--- src/rtl/wb_pkg.sv ---
// Shared Wishbone widths, arbiter state encoding and grant encodings.
// Latency: n/a (declarations only).
// Backpressure: n/a.
package wb_pkg;

  localparam int WB_DW = 32;
  localparam int WB_AW = 32;
  localparam int WB_SW = 4;

  localparam logic ARB_IDLE = 1'b0;
  localparam logic ARB_BUSY = 1'b1;

  localparam logic [1:0] GNT_NONE = 2'b00;
  localparam logic [1:0] GNT_M0   = 2'b01;
  localparam logic [1:0] GNT_M1   = 2'b10;

  // One master's request-side signals, bundled so the top can mux them as a unit.
  typedef struct packed {
    logic [WB_DW-1:0] dat;
    logic [WB_AW-1:0] adr;
    logic [WB_SW-1:0] sel;
    logic             we;
    logic             cyc;
    logic             stb;
  } wb_req_t;

endpackage

--- src/rtl/wb_rr_pick2.sv ---
// Two-way round-robin picker: a lone requester wins, a tie goes to the one not granted last.
// Latency: purely combinational.
// Backpressure: none; the caller decides when the pick is taken.
module wb_rr_pick2
  import wb_pkg::*;
(
  input  logic [1:0] req,
  input  logic [1:0] last_gnt,
  output logic [1:0] gnt
);

  // Pick one-hot winner from the request pair and the previous winner.
  always_comb begin
    gnt = GNT_NONE;
    case (req)
      2'b01:   gnt = GNT_M0;
      2'b10:   gnt = GNT_M1;
      2'b11:   gnt = (last_gnt == GNT_M0) ? GNT_M1 : GNT_M0;
      default: gnt = GNT_NONE;
    endcase
  end

endmodule

--- src/rtl/wb_arbiter.sv ---
// Two-master, one-slave Wishbone arbiter with round-robin grant and per-transaction timeout.
// Latency: request sampled at edge N reaches the slave in cycle N+1; ack/data pass through combinationally.
// Backpressure: the losing master simply waits; a silent slave is cut off with err after TIMEOUT_CYC cycles.
module wb_arbiter
  import wb_pkg::*;
#(
  parameter int TIMEOUT_CYC = 255,
  parameter int CNT_W       = 16
) (
  input  logic             clk_i,
  input  logic             rst_ni,
  input  logic [WB_DW-1:0] m0_wb_dat_i,
  input  logic [WB_AW-1:0] m0_wb_adr_i,
  input  logic [WB_SW-1:0] m0_wb_sel_i,
  input  logic             m0_wb_we_i,
  input  logic             m0_wb_cyc_i,
  input  logic             m0_wb_stb_i,
  output logic [WB_DW-1:0] m0_wb_dat_o,
  output logic             m0_wb_ack_o,
  output logic             m0_wb_err_o,
  input  logic [WB_DW-1:0] m1_wb_dat_i,
  input  logic [WB_AW-1:0] m1_wb_adr_i,
  input  logic [WB_SW-1:0] m1_wb_sel_i,
  input  logic             m1_wb_we_i,
  input  logic             m1_wb_cyc_i,
  input  logic             m1_wb_stb_i,
  output logic [WB_DW-1:0] m1_wb_dat_o,
  output logic             m1_wb_ack_o,
  output logic             m1_wb_err_o,
  output logic [WB_DW-1:0] s_wb_dat_o,
  output logic [WB_AW-1:0] s_wb_adr_o,
  output logic [WB_SW-1:0] s_wb_sel_o,
  output logic             s_wb_we_o,
  output logic             s_wb_cyc_o,
  output logic             s_wb_stb_o,
  input  logic [WB_DW-1:0] s_wb_dat_i,
  input  logic             s_wb_ack_i,
  output logic             timeout_o,
  output logic [1:0]       gnt_o
);

  // Last BUSY cycle index before the slave is declared hung.
  localparam logic [CNT_W-1:0] CNT_LAST = CNT_W'(TIMEOUT_CYC - 1);
  localparam logic [CNT_W-1:0] CNT_MAX  = {CNT_W{1'b1}};

  logic             state_q;
  logic [1:0]       gnt_q;
  logic [1:0]       last_gnt_q;
  logic [CNT_W-1:0] cnt_q;

  wb_req_t    m0_req, m1_req, g_req;
  logic [1:0] req;
  logic [1:0] pick;
  logic       busy;
  logic       tmo_hit;

  assign m0_req = '{dat: m0_wb_dat_i, adr: m0_wb_adr_i, sel: m0_wb_sel_i,
                    we: m0_wb_we_i, cyc: m0_wb_cyc_i, stb: m0_wb_stb_i};
  assign m1_req = '{dat: m1_wb_dat_i, adr: m1_wb_adr_i, sel: m1_wb_sel_i,
                    we: m1_wb_we_i, cyc: m1_wb_cyc_i, stb: m1_wb_stb_i};

  assign req  = {m1_req.cyc & m1_req.stb, m0_req.cyc & m0_req.stb};
  assign busy = (state_q == ARB_BUSY);

  // Granted master's request; gnt_q is one-hot in BUSY, so bit 1 selects M1.
  assign g_req = gnt_q[1] ? m1_req : m0_req;

  // Timeout only when the slave stays silent and the master is still holding the cycle;
  // an ack in the same cycle takes precedence.
  assign tmo_hit = busy & ~s_wb_ack_i & g_req.cyc & (cnt_q == CNT_LAST);

  wb_rr_pick2 u_pick (
    .req      (req),
    .last_gnt (last_gnt_q),
    .gnt      (pick)
  );

  // Slave-side mux: everything is held at zero outside BUSY so reset and IDLE look identical.
  always_comb begin
    s_wb_dat_o = '0;
    s_wb_adr_o = '0;
    s_wb_sel_o = '0;
    s_wb_we_o  = 1'b0;
    s_wb_cyc_o = 1'b0;
    s_wb_stb_o = 1'b0;
    if (busy) begin
      s_wb_dat_o = g_req.dat;
      s_wb_adr_o = g_req.adr;
      s_wb_sel_o = g_req.sel;
      s_wb_we_o  = g_req.we;
      s_wb_cyc_o = g_req.cyc;
      s_wb_stb_o = g_req.stb & ~tmo_hit;
    end
  end

  // Master-side return path: only the granted master sees slave data, ack or err.
  always_comb begin
    m0_wb_dat_o = '0;
    m0_wb_ack_o = 1'b0;
    m0_wb_err_o = 1'b0;
    m1_wb_dat_o = '0;
    m1_wb_ack_o = 1'b0;
    m1_wb_err_o = 1'b0;
    if (busy && gnt_q == GNT_M0) begin
      m0_wb_dat_o = s_wb_dat_i;
      m0_wb_ack_o = s_wb_ack_i;
      m0_wb_err_o = tmo_hit;
    end
    if (busy && gnt_q == GNT_M1) begin
      m1_wb_dat_o = s_wb_dat_i;
      m1_wb_ack_o = s_wb_ack_i;
      m1_wb_err_o = tmo_hit;
    end
  end

  assign timeout_o = tmo_hit;
  assign gnt_o     = gnt_q;

  // Arbitration FSM: grant from IDLE, leave BUSY on ack, abort or timeout.
  always_ff @(posedge clk_i or negedge rst_ni) begin
    if (!rst_ni) begin
      state_q    <= ARB_IDLE;
      gnt_q      <= GNT_NONE;
      last_gnt_q <= GNT_M1;   // so M0 wins the first tie after reset
      cnt_q      <= '0;
    end else if (!busy) begin
      if (pick != GNT_NONE) begin
        state_q    <= ARB_BUSY;
        gnt_q      <= pick;
        last_gnt_q <= pick;
        cnt_q      <= '0;
      end
    end else if (s_wb_ack_i || !g_req.cyc || tmo_hit) begin
      state_q <= ARB_IDLE;
      gnt_q   <= GNT_NONE;
    end else if (cnt_q != CNT_MAX) begin
      cnt_q <= cnt_q + 1'b1;
    end
  end

endmodule

--- config.mk ---
export PLATFORM = sky130hd
export DESIGN_NAME = wb_arbiter
export DESIGN_NICKNAME = d
export VERILOG_FILES = /design/src/rtl/wb_pkg.sv /design/src/rtl/wb_rr_pick2.sv /design/src/rtl/wb_arbiter.sv
export SDC_FILE = /design/constraint.sdc
export NUM_CORES = 1
export LEC_CHECK = 0
export CORE_AREA = 5 5 122 124
export DETAILED_ROUTE_END_ITERATION = 8
export DIE_AREA = 0 0 127 129
export DONT_BUFFER_PORTS = 1
export GPL_ROUTABILITY_DRIVEN = 0
export PLACE_DENSITY_LB_ADDON = 0.3
export REMOVE_ABC_BUFFERS = 1
export SYNTH_ARGS = -nofsm -noshare
export SYNTH_HDL_FRONTEND = slang
export SYNTH_SLANG_ARGS = --single-unit
--- constraint.sdc ---
create_clock -name clk_i -period 2.5 [get_ports clk_i]
set_input_delay 0.25 -clock clk_i [delete_from_list [all_inputs] [get_ports clk_i]]
set_output_delay 0.25 -clock clk_i [all_outputs]
set_load 0.01 [all_outputs]
==> run metrics, run 1 <==
FF+latch count, synth=21; Die Width=127 µm; Most used DFF post-synth=dfrtp_1; Clock Latency Late Sink=0.25 ns; setup violators final=0; Synth top area share=0.257; # H-tree levels=1; HP Start=m0_wb_cyc_i; Setup CP Type=register to primary output; vias per std cell=5.02; slowest CP cell=or4b_4; Starting Density=0.203; combinational power share=0.540; Design Area, Final=0.00313 mm²; number of global-route vias before repair=2596; Antenna Nets Post-Route=0; Worst Clk Skew=0.00173 ns; largest net degree at the start of global routing=76; drt wl/cell=23.7 µm; worst-path fanout max=3; post-synth cell types=41; pre-CTS WS=0.189 ns; global router's overall resource usage=0.139; Setup TNS=0 ns; VDD IR max=0.240 mV; GRT busiest layer=met2; Iter 0 DRT Violations=201; final hold viol count=0; status=finished, final reports clean; DRC=0; M3 GR Usage=0.0913; Slew Viols, Final=0; first-pass GRT wire length=17400 µm; most area-hungry cell type in the Yosys netlist=mux2i_1; yosys warns=0; M2 GR Usage=0.206; largest cells by area after synthesis=mux2i_1, dfrtp_1, and2_1, nor2_1, clkbuf_1; Sw Ratio=0.461; port buffer count=0; DP Area=0.00300 mm²; gr ovfl total=0; CTS Buffer Depth=2; post-route minimum period=2.37 ns; net switching power of the design=839 µW; most frequent CP cell=buf_4; Post-synth EDFFs=0; total leakage power=0.00138 µW; initial antenna violation count=2; crit path launch type=register; area grow syn2layout=13.2%; Max transition margin=0.306; top-count cell post-synth=nor2_1; Flop pwr share=0.271; WL final=12900 µm; CP endpoint kind=primary output; Power Dens Cells=581 mW/mm²; WP data arrival=2.12 ns; Final Core Density=0.229; num ports=319; root buffer cell=clkbuf_16; Post-synth top cells=nor2_1, mux2i_1, and2_1, clkbuf_1, dfrtp_1; fmax=421 MHz; Final Net Count=544; total CTS buffers=3; CP cell instances=inv_2 > ha_1 > or4b_4 > nor4_4 > buf_4 > buf_4 > and3_1; sequential element share of the synthesized area=0.190; Cell Int Power=982 µW; cells after synthesis=369; RR Startpoint=cnt_q[0]; CP Launch Point=cnt_q[0]; Clock Sinks=21; die area=0.0164 mm²; vias=2735; TritonCTS clock tree=built; layout cells sized above 1=0.0989; Max Cap Viol=0; Syn Std Cell Area=0.00277 mm²; Core Area=0.0137 mm²; period utilisation layout=0.950; Clk pwr share=0.189; dpl hpwl=11000 µm; CP required=2.25 ns; DR pass1 iterations=5; fraction of registers with async set/reset=1.00; GRT met1 Usage=0.172; CP max stage delay=0.46 ns; syn avg cell area=7.50 µm²; hold slack=0.253 ns; die height=129 µm; row cnt=43; post-route setup slack=0.125 ns; slew of the pin with the lowest slew margin=1.04 ns; CTS clock-pin slew for the worst setup and hold paths=0.06 ns; Min-Delay Path Class=input pin to register
-- path summary, 6_finish.rpt --
check / endpoint / slack (ns) / cells past startpoint
min in group asynchronous: cnt_q[6] / 0.63 / 1
max in group asynchronous: gnt_o[1] / 1.12 / 1
min reg2reg: last_gnt_q[0] / 0.52 / 2
max: m1_wb_err_o / 0.13 / 7
min: last_gnt_q[0] / 0.25 / 2
max reg2reg: cnt_q[12] / 0.16 / 7
-- worst max-delay path: cells and delay by family, from the launching register on --
family / cells / cell delay (ns)
simple gates: 3 / 1.02
flops: 1 / 0.40
buf+inv: 3 / 0.33
fa+ha+maj: 1 / 0.12
-- cells by family after synthesis --
logic type	after synthesis	share of synthesized area
AND/OR/NAND/NOR	209	0.397
multiplexers	72	0.261
buffers and inverters	34	0.0542
AO/OA/AOI/OAI	31	0.0886
flip-flops	21	0.190
adder cells (fa/ha/maj)	2	0.00904
-- state kept, by name, summed over array words and instances, names as in the netlist --
name and cells:
cnt_q 16, gnt_o 2, last_gnt_q 2, busy 1
-- through the flow --
step                      cells  power [µW]
after detailed placement    536        1470
final                       545        1820
after floorplan             340        1250
after global routing        544        1950
after global placement      536        1450
after CTS                   542        1830
-- power groups by stage --
stage / sequential, µW / combinational [µW] / clock (µW)
after global routing: 503 / 1080 / 374
after detailed placement: 500 / 969 / 0
after CTS: 493 / 980 / 355
final: 493 / 983 / 345
after floorplan: 572 / 678 / 0
after global placement: 495 / 952 / 0
-- placed cells by master (no fill, tap or decap), drive strengths merged, types with 2 or more instances in the layout --
cell type and count:
nor2 77, nand2 16, or2 2, and2 67
nor3 8, nand4b 2, o22a 3, a211o 9
inv 5, buf 19, o21ai 10, and3 11
clkbuf 4, mux2i 71, nand4 2, dfrtp 20
or3 2, nor4 8, ha 2, nand3 8
or4 3
-- cell type report --
class,instances,area [µm²]
repair buffers,20,169
well taps,180,225
inverters,5,18.8
flip-flops and latches,21,531
clock buffers,4,78.8
diodes,1,2.50
multi-input cells,314,2110
fillers,1520,10500
-- repair_timing --
| action | in CTS | in global routing |
|---|---|---|
| setup endpoints to repair | 1 | 1 |
| hold buffers | 1 | 0 |
| resized for setup | 0 | 5 |
| pin swaps | 1 | 1 |
| setup buffers | 1 | 2 |
| hold endpoints to repair | 21 | 0 |
-- metal layers --
| layer | vias up | routed length, µm |
|---|---|---|
| li1 | 1269 | - |
| met1 | 1305 | 4810 |
| met2 | 151 | 5890 |
| met3 | 8 | 2030 |
| met4 | 2 | 167 |
| met5 | - | 13 |
(Power assumes the default switching activity.)
==> run 2, diff against run 1 <==
--- a/config.mk
+++ b/config.mk
@@ -14,4 +14,5 @@
 export REMOVE_ABC_BUFFERS = 1
 export SYNTH_ARGS = -nofsm -noshare
 export SYNTH_HDL_FRONTEND = slang
+export SYNTH_HIERARCHICAL = 1
 export SYNTH_SLANG_ARGS = --single-unit
==> constraint.sdc (replaced) <==
create_clock -name clk_i -period 2.75 [get_ports clk_i]
set_input_delay 0.275 -clock clk_i [delete_from_list [all_inputs] [get_ports clk_i]]
set_output_delay 0.275 -clock clk_i [all_outputs]
set_load 0.01 [all_outputs]
==> run 2 against run 1 <==
  * First-iteration DRC count fell by 26%
  * Sequential cell count did not move
  * Register-to-register slack improved by 0.03 ns
  * Final cell count rose by 0.55%
  * Worst hold slack improved by 0.14 ns
  * Setup slack got worse by 0.023 ns
  * Critical path depth fell by 2
  * Synthesized cell count rose by 1.6%
==> run metrics, run 2 <==
status=finished, final reports clean; post-synth cell types=42 (+2.4%); total leakage power=0.00133 µW (-4.2%); initial antenna violation count=1 (-1); final hold viol count=0 (unchanged); RR Startpoint=cnt_q[13]; Die Width=127 µm (unchanged); total CTS buffers=3 (unchanged); overall power=1810 µW (-0.40%); Setup crit end=m0_wb_err_o; FF+latch count, synth=21 (unchanged); global router's overall resource usage=0.134 (-0.00463); M3 GR Usage=0.0386 (-0.0527); TritonCTS clock tree=built; Antenna Nets Post-Route=0 (unchanged); most area-hungry cell type in the Yosys netlist=mux2i_1; slew of the pin with the lowest slew margin=1.05 ns (+0.00918 ns); post-route minimum period=2.65 ns; Worst Clk Skew=0.00872 ns (+0.00700 ns); Setup CP Type=register to primary output; vias per std cell=5.07 (+0.98%); dpl hpwl=10700 µm (-2.9%); Slew Viols, Final=0 (unchanged); largest net degree at the start of global routing=89 (+17%); n_diodes=0 (-1); WL final=12700 µm (-1.7%); RR Endpoint=cnt_q[13]; setup violators final=0 (unchanged); yosys warns=6 (+6); Post-synth EDFFs=0 (unchanged); WP data arrival=2.37 ns (+0.25 ns); fraction of registers with async set/reset=1.00 (unchanged); DRC=0 (unchanged); fmax=378 MHz; gr ovfl total=0 (unchanged); worst-path fanout max=7 (+4); Synth top area share=0.242 (-0.0148); die height=129 µm (unchanged); period utilisation layout=0.963; die area=0.0164 mm² (unchanged); CTS Buffer Depth=2 (unchanged); Max transition margin=0.300 (-0.00614); area grow syn2layout=12.2%; syn avg cell area=7.83 µm² (+4.4%); CP endpoint kind=primary output; FF-to-FF path depth=6 (-1); GRT busiest layer=met2; layout cells sized above 1=0.0870 (-0.0119); GRT met1 Usage=0.183 (+0.0113); root buffer cell=clkbuf_16; hold slack=0.392 ns (+0.139 ns); commonest non-fill, non-tap cell in the layout=mux2i_1; most frequent cells in the layout=mux2i_1, nor2b_1, and2_1; Power Dens Cells=550 mW/mm² (-5.2%); Post-synth top cells=and2_1, mux2i_1, nor2b_1, dfrtp_1, nand2_1; Final Core Density=0.241 (+0.0117); Reg2Reg Setup Slack=0.19 ns (+0.03 ns); VDD IR max=0.228 mV (-4.7%); # H-tree levels=1 (unchanged); CP Launch Point=cnt_q[13]; row cnt=43 (unchanged); cells after synthesis=375 (+1.6%); CTS clock-pin slew for the worst setup and hold paths=0.07 ns (about the same); sequential element share of the synthesized area=0.179 (-0.0109); Final Net Count=548 (+0.74%); port buffer count=0 (unchanged); Clock Latency Late Sink=0.26 ns (about the same); Syn Std Cell Area=0.00294 mm² (+6.1%); DR pass1 iterations=7 (+2); max reg flops=16 (unchanged); first-pass GRT wire length=16800 µm (-3.6%); Largest Register=cnt_q; final std cells w/o fill=548 (+0.55%); number of global-route vias before repair=2553 (-1.7%); Clock Sinks=21 (unchanged); Max Cap Viol=0 (unchanged); Starting Density=0.215 (+0.0124); num ports=319 (unchanged); vias=2777 (+1.5%); crit path launch type=register; HP Start=m0_wb_cyc_i; dpl cells=543 (+1.3%); Post CTS Setup Buffer Count=0 (-1); largest cells by area after synthesis=mux2i_1, dfrtp_1, and2_1, nor2b_1, nand2_1; RSZ-0062 raised after global routing=false; M2 GR Usage=0.213 (+0.00685); Core Area=0.0137 mm² (unchanged); Min-Delay Path Class=input pin to register; drt wl/cell=23.2 µm (-2.2%); Iter 0 DRT Violations=149 (-26%); CP required=2.48 ns (+0.23 ns); Most used DFF post-synth=dfrtp_1
==> run 2: cell count changes after synthesis, moves of 5 or more <==
cell / previous run / this run
and3_1: 11 / 5
nor2b_1: 0 / 70
clkbuf_1: 26 / 18
a21oi_1: 1 / 6
nor4_1: 7 / 0
nor2_1: 77 / 9
buf_1: 0 / 7
==> run 2: logic make-up after synthesis <==
family                     Yosys count  share of synthesized area
and+or+nand+nor                    211                      0.440
muxes                               71                      0.242
DFF                                 21                      0.179
adders and majority gates            2                    0.00852
AOI/OAI and AO/OA                   35                     0.0848
buffers and inverters               35                     0.0456
==> run 2: worst min path at each step <==
stage / end / depth (start not counted)
floorplan: busy / 0
CTS: last_gnt_q[1] / 4
global route: last_gnt_q[1] / 4
detailed placement: cnt_q[4] / 0
global placement: cnt_q[4] / 0
finish: last_gnt_q[1] / 4
==> run 2: critical path, stage by stage, from the launching register on <==
cell	delay, ns
dfrtp_1	0.45
or4_1	0.56
or4_4	0.60
nor3_4	0.19
buf_4	0.15
and2_4	0.16
==> run 2: layout make-up <==
| cell class | count | area [µm²] |
|---|---|---|
| multi-input combinational | 319 | 2290 |
| fill | 1480 | 10400 |
| tap | 180 | 225 |
| sequential | 21 | 532 |
| clock buffer | 3 | 75.1 |
| inverter | 8 | 30.0 |
| timing repair buffer | 16 | 135 |
| clock inverter | 1 | 5.00 |
==> run 2: repair_timing <==
action / CTS / global route
resized for setup: 1 / 3
pin swaps: 0 / 2
endpoints found under the hold margin: 21 / 0
endpoints found under the setup margin: 1 / 3
hold buffers: 1 / 0
==> run 2: through the flow <==
step	TNS, ns	cell area [µm²]	worst slack [ns]
after floorplan	-137.93	2830	-1.52
after global placement	0	3190	0.181
after detailed placement	0	3190	0.161
after CTS	0	3280	0.00635
after global routing	0	3290	0.0260
final	0	3290	0.102
==> run 2: where the power goes <==
group / internal (µW) / switching (µW) / total (µW)
logic: 408 / 647 / 1060
registers: 369 / 69.5 / 438
clock network: 196 / 124 / 319
==> run 2: metal layers <==
layer / wire length (µm) / up-vias
li1: - / 1268
met1: 5320 / 1354
met2: 6190 / 139
met3: 1040 / 14
met4: 135 / 2
met5: 13 / -
==> run 3, diff against run 2 <==
--- a/config.mk
+++ b/config.mk
@@ -10,7 +10,7 @@
 export DIE_AREA = 0 0 127 129
 export DONT_BUFFER_PORTS = 1
 export GPL_ROUTABILITY_DRIVEN = 0
-export PLACE_DENSITY_LB_ADDON = 0.3
+export PLACE_DENSITY = 0.43
 export REMOVE_ABC_BUFFERS = 1
 export SYNTH_ARGS = -nofsm -noshare
 export SYNTH_HDL_FRONTEND = slang
==> run 3 against run 2 <==
  * Count of clock-buffer cells in the layout increased by 1
  * Largest power group unchanged
  * Setup slack better by 0.060 ns
  * Sequential power is 2% higher
  * Fmax is 2.3% higher
  * Wire length is 1.8% higher
  * Highest routed layer is now met4
  * Global-route usage rose by 0.30 points
  * Critical endpoint is now m1_wb_err_o
  * Via count shrank 3.6%
  * Non-clock buffer count shrank 5
  * Final cell count shrank 0.91%
  * First-iteration DRC count up 16%
==> run metrics, run 3 (synthesis results as in run 2) <==
status=finished, final reports clean; Min-Delay Path Class=input pin to register; port buffer count=0 (unchanged); CTS clock-pin slew for the worst setup and hold paths=0.06 ns (about the same); Post CTS Setup Buffer Count=0 (unchanged); Largest Register=cnt_q; most frequent cells in the layout=mux2i_1, and2_1, nor2b_1; initial antenna violation count=0 (-1); Starting Density=0.215 (unchanged); row cnt=43 (unchanged); vias=2677 (-3.6%); CTS Buffer Depth=2 (unchanged); CP max stage delay=0.60 ns (about the same); total leakage power=0.00130 µW (-1.8%); area grow syn2layout=11.3%; post-route setup slack=0.163 ns (+0.0604 ns); Power Dens Cells=552 mW/mm² (+0.36%); FF-to-FF path depth=6 (unchanged); Crit path buffers/inverters=0 (-1); largest net degree at the start of global routing=81 (-9.0%); root buffer cell=clkbuf_16; fmax=386 MHz (+2.3%); slowest CP cell=or4_4; slew of the pin with the lowest slew margin=0.995 ns (-0.0514 ns); DR pass1 iterations=4 (-3); number of global-route vias before repair=2512 (-1.6%); commonest non-fill, non-tap cell in the layout=mux2i_1; setup violators final=0 (unchanged); Flop pwr share=0.247 (+0.005); VDD IR max=0.381 mV (+67%); Sw Ratio=0.459 (-0.00442); WP data arrival=2.31 ns (-0.06 ns); Final Net Count=543 (-0.91%); DRC=0 (unchanged); hold depth=4 (unchanged); gr ovfl total=0 (unchanged); n_diodes=0 (unchanged); Clock Sinks=21 (unchanged); Max transition margin=0.335 (+0.0344); RSZ-0062 raised after global routing=false; Clk pwr share=0.171 (-0.005); drt wl/cell=23.8 µm (+2.7%); Slew Viols, Final=0 (unchanged); CP delay by family, top=simple AND/OR/NAND/NOR gates; Worst Clk Skew=0.00194 ns (-0.00678 ns); Clock Latency Late Sink=0.25 ns (about the same); Core Area=0.0137 mm² (unchanged); CP cell instances=or4_1 > or4_4 > nor3_4 > and2_1; CP required=2.48 ns (about the same); WP depth=4 (-1); Antenna Nets Post-Route=0 (unchanged); die height=129 µm (unchanged); # H-tree levels=1 (unchanged); period utilisation layout=0.941 (-0.0220); total CTS buffers=3 (unchanged); worst-path fanout max=7 (unchanged); Die Width=127 µm (unchanged); TritonCTS clock tree=built; max reg flops=16 (unchanged); global router's overall resource usage=0.137 (+0.00295); Max Cap Viol=0 (unchanged); WL final=12900 µm (+1.8%); layout cells sized above 1=0.0689 (-0.0181); dpl cells=538 (-0.92%); first-pass GRT wire length=17100 µm (+2.1%); combinational power share=0.582 (about the same); pre-CTS WS=0.0910 ns (-0.0703 ns); post-route minimum period=2.59 ns (-0.0604 ns); Setup CP Type=register to primary output; die area=0.0164 mm² (unchanged); final hold viol count=0 (unchanged); Iter 0 DRT Violations=173 (+16%); CP endpoint kind=primary output; final std cells w/o fill=543 (-0.91%); dpl hpwl=11000 µm (+2.4%); vias per std cell=4.93 (-2.7%); net switching power of the design=829 µW (-1.4%); Cell Int Power=976 µW (+0.38%); crit path launch type=register; Final Core Density=0.239 (-0.00192); num ports=319 (unchanged)
run 3: through the flow:
step	power (µW)	hold WS [ns]	cell area [µm²]	setup TNS, ns
4_1_cts	1840	0.401	3260	0
5_1_grt	1940	0.453	3270	0
3_3_place_gp	1490	-0.0189	3160	0
3_5_place_dp	1510	-0.0190	3160	0
6_report	1810	0.397	3270	0
2_1_floorplan	1280	-0.0206	2830	-137.93
run 3: final timing paths:
kind                          startpoint             to  slack [ns]
max reg2reg                    cnt_q[13]       cnt_q[1]        0.28
min reg2reg                last_gnt_q[1]  last_gnt_q[1]        0.46
min                          m0_wb_cyc_i  last_gnt_q[1]        0.40
min in group asynchronous         rst_ni       cnt_q[4]        0.64
max in group asynchronous         rst_ni       gnt_o[1]        1.39
max                            cnt_q[13]    m1_wb_err_o        0.16
run 3: layout make-up:
type,count,area [µm²]
clock buffer,4,78.8
fill,1494,10400
inverter,8,30.0
multi-input combinational,319,2290
sequential,21,532
tap,180,225
timing repair buffer,11,110
run 3: power by group through the flow:
stage                     combinational, µW  clock [µW]  sequential [µW]
after global routing                   1140         336              456
final                                  1050         309              446
after floorplan                         720           0              563
after detailed placement               1060           0              453
after global placement                 1040           0              449
after CTS                              1070         321              448
run 3: repair_timing:
action	CTS	global route
setup endpoints to repair	4	6
hold buffers	1	0
gates cloned	0	0
resized for setup	1	3
pin swaps	0	2
endpoints found under the hold margin	21	0
run 3: worst reg2reg max path: stages (launching register included):
cell	delay, ns
dfrtp_1	0.45
or4_1	0.54
or4_4	0.60
a31oi_4	0.26
buf_12	0.17
or2_4	0.22
o21ai_0	0.12
run 3: layer usage:
metal	vias to the layer above	track usage	share of wire
met5	-	0	0
met4	0	0.0221	0.0088
met3	6	0.0382	0.076
met2	123	0.217	0.49
met1	1294	0.190	0.43
li1	1254	-	-
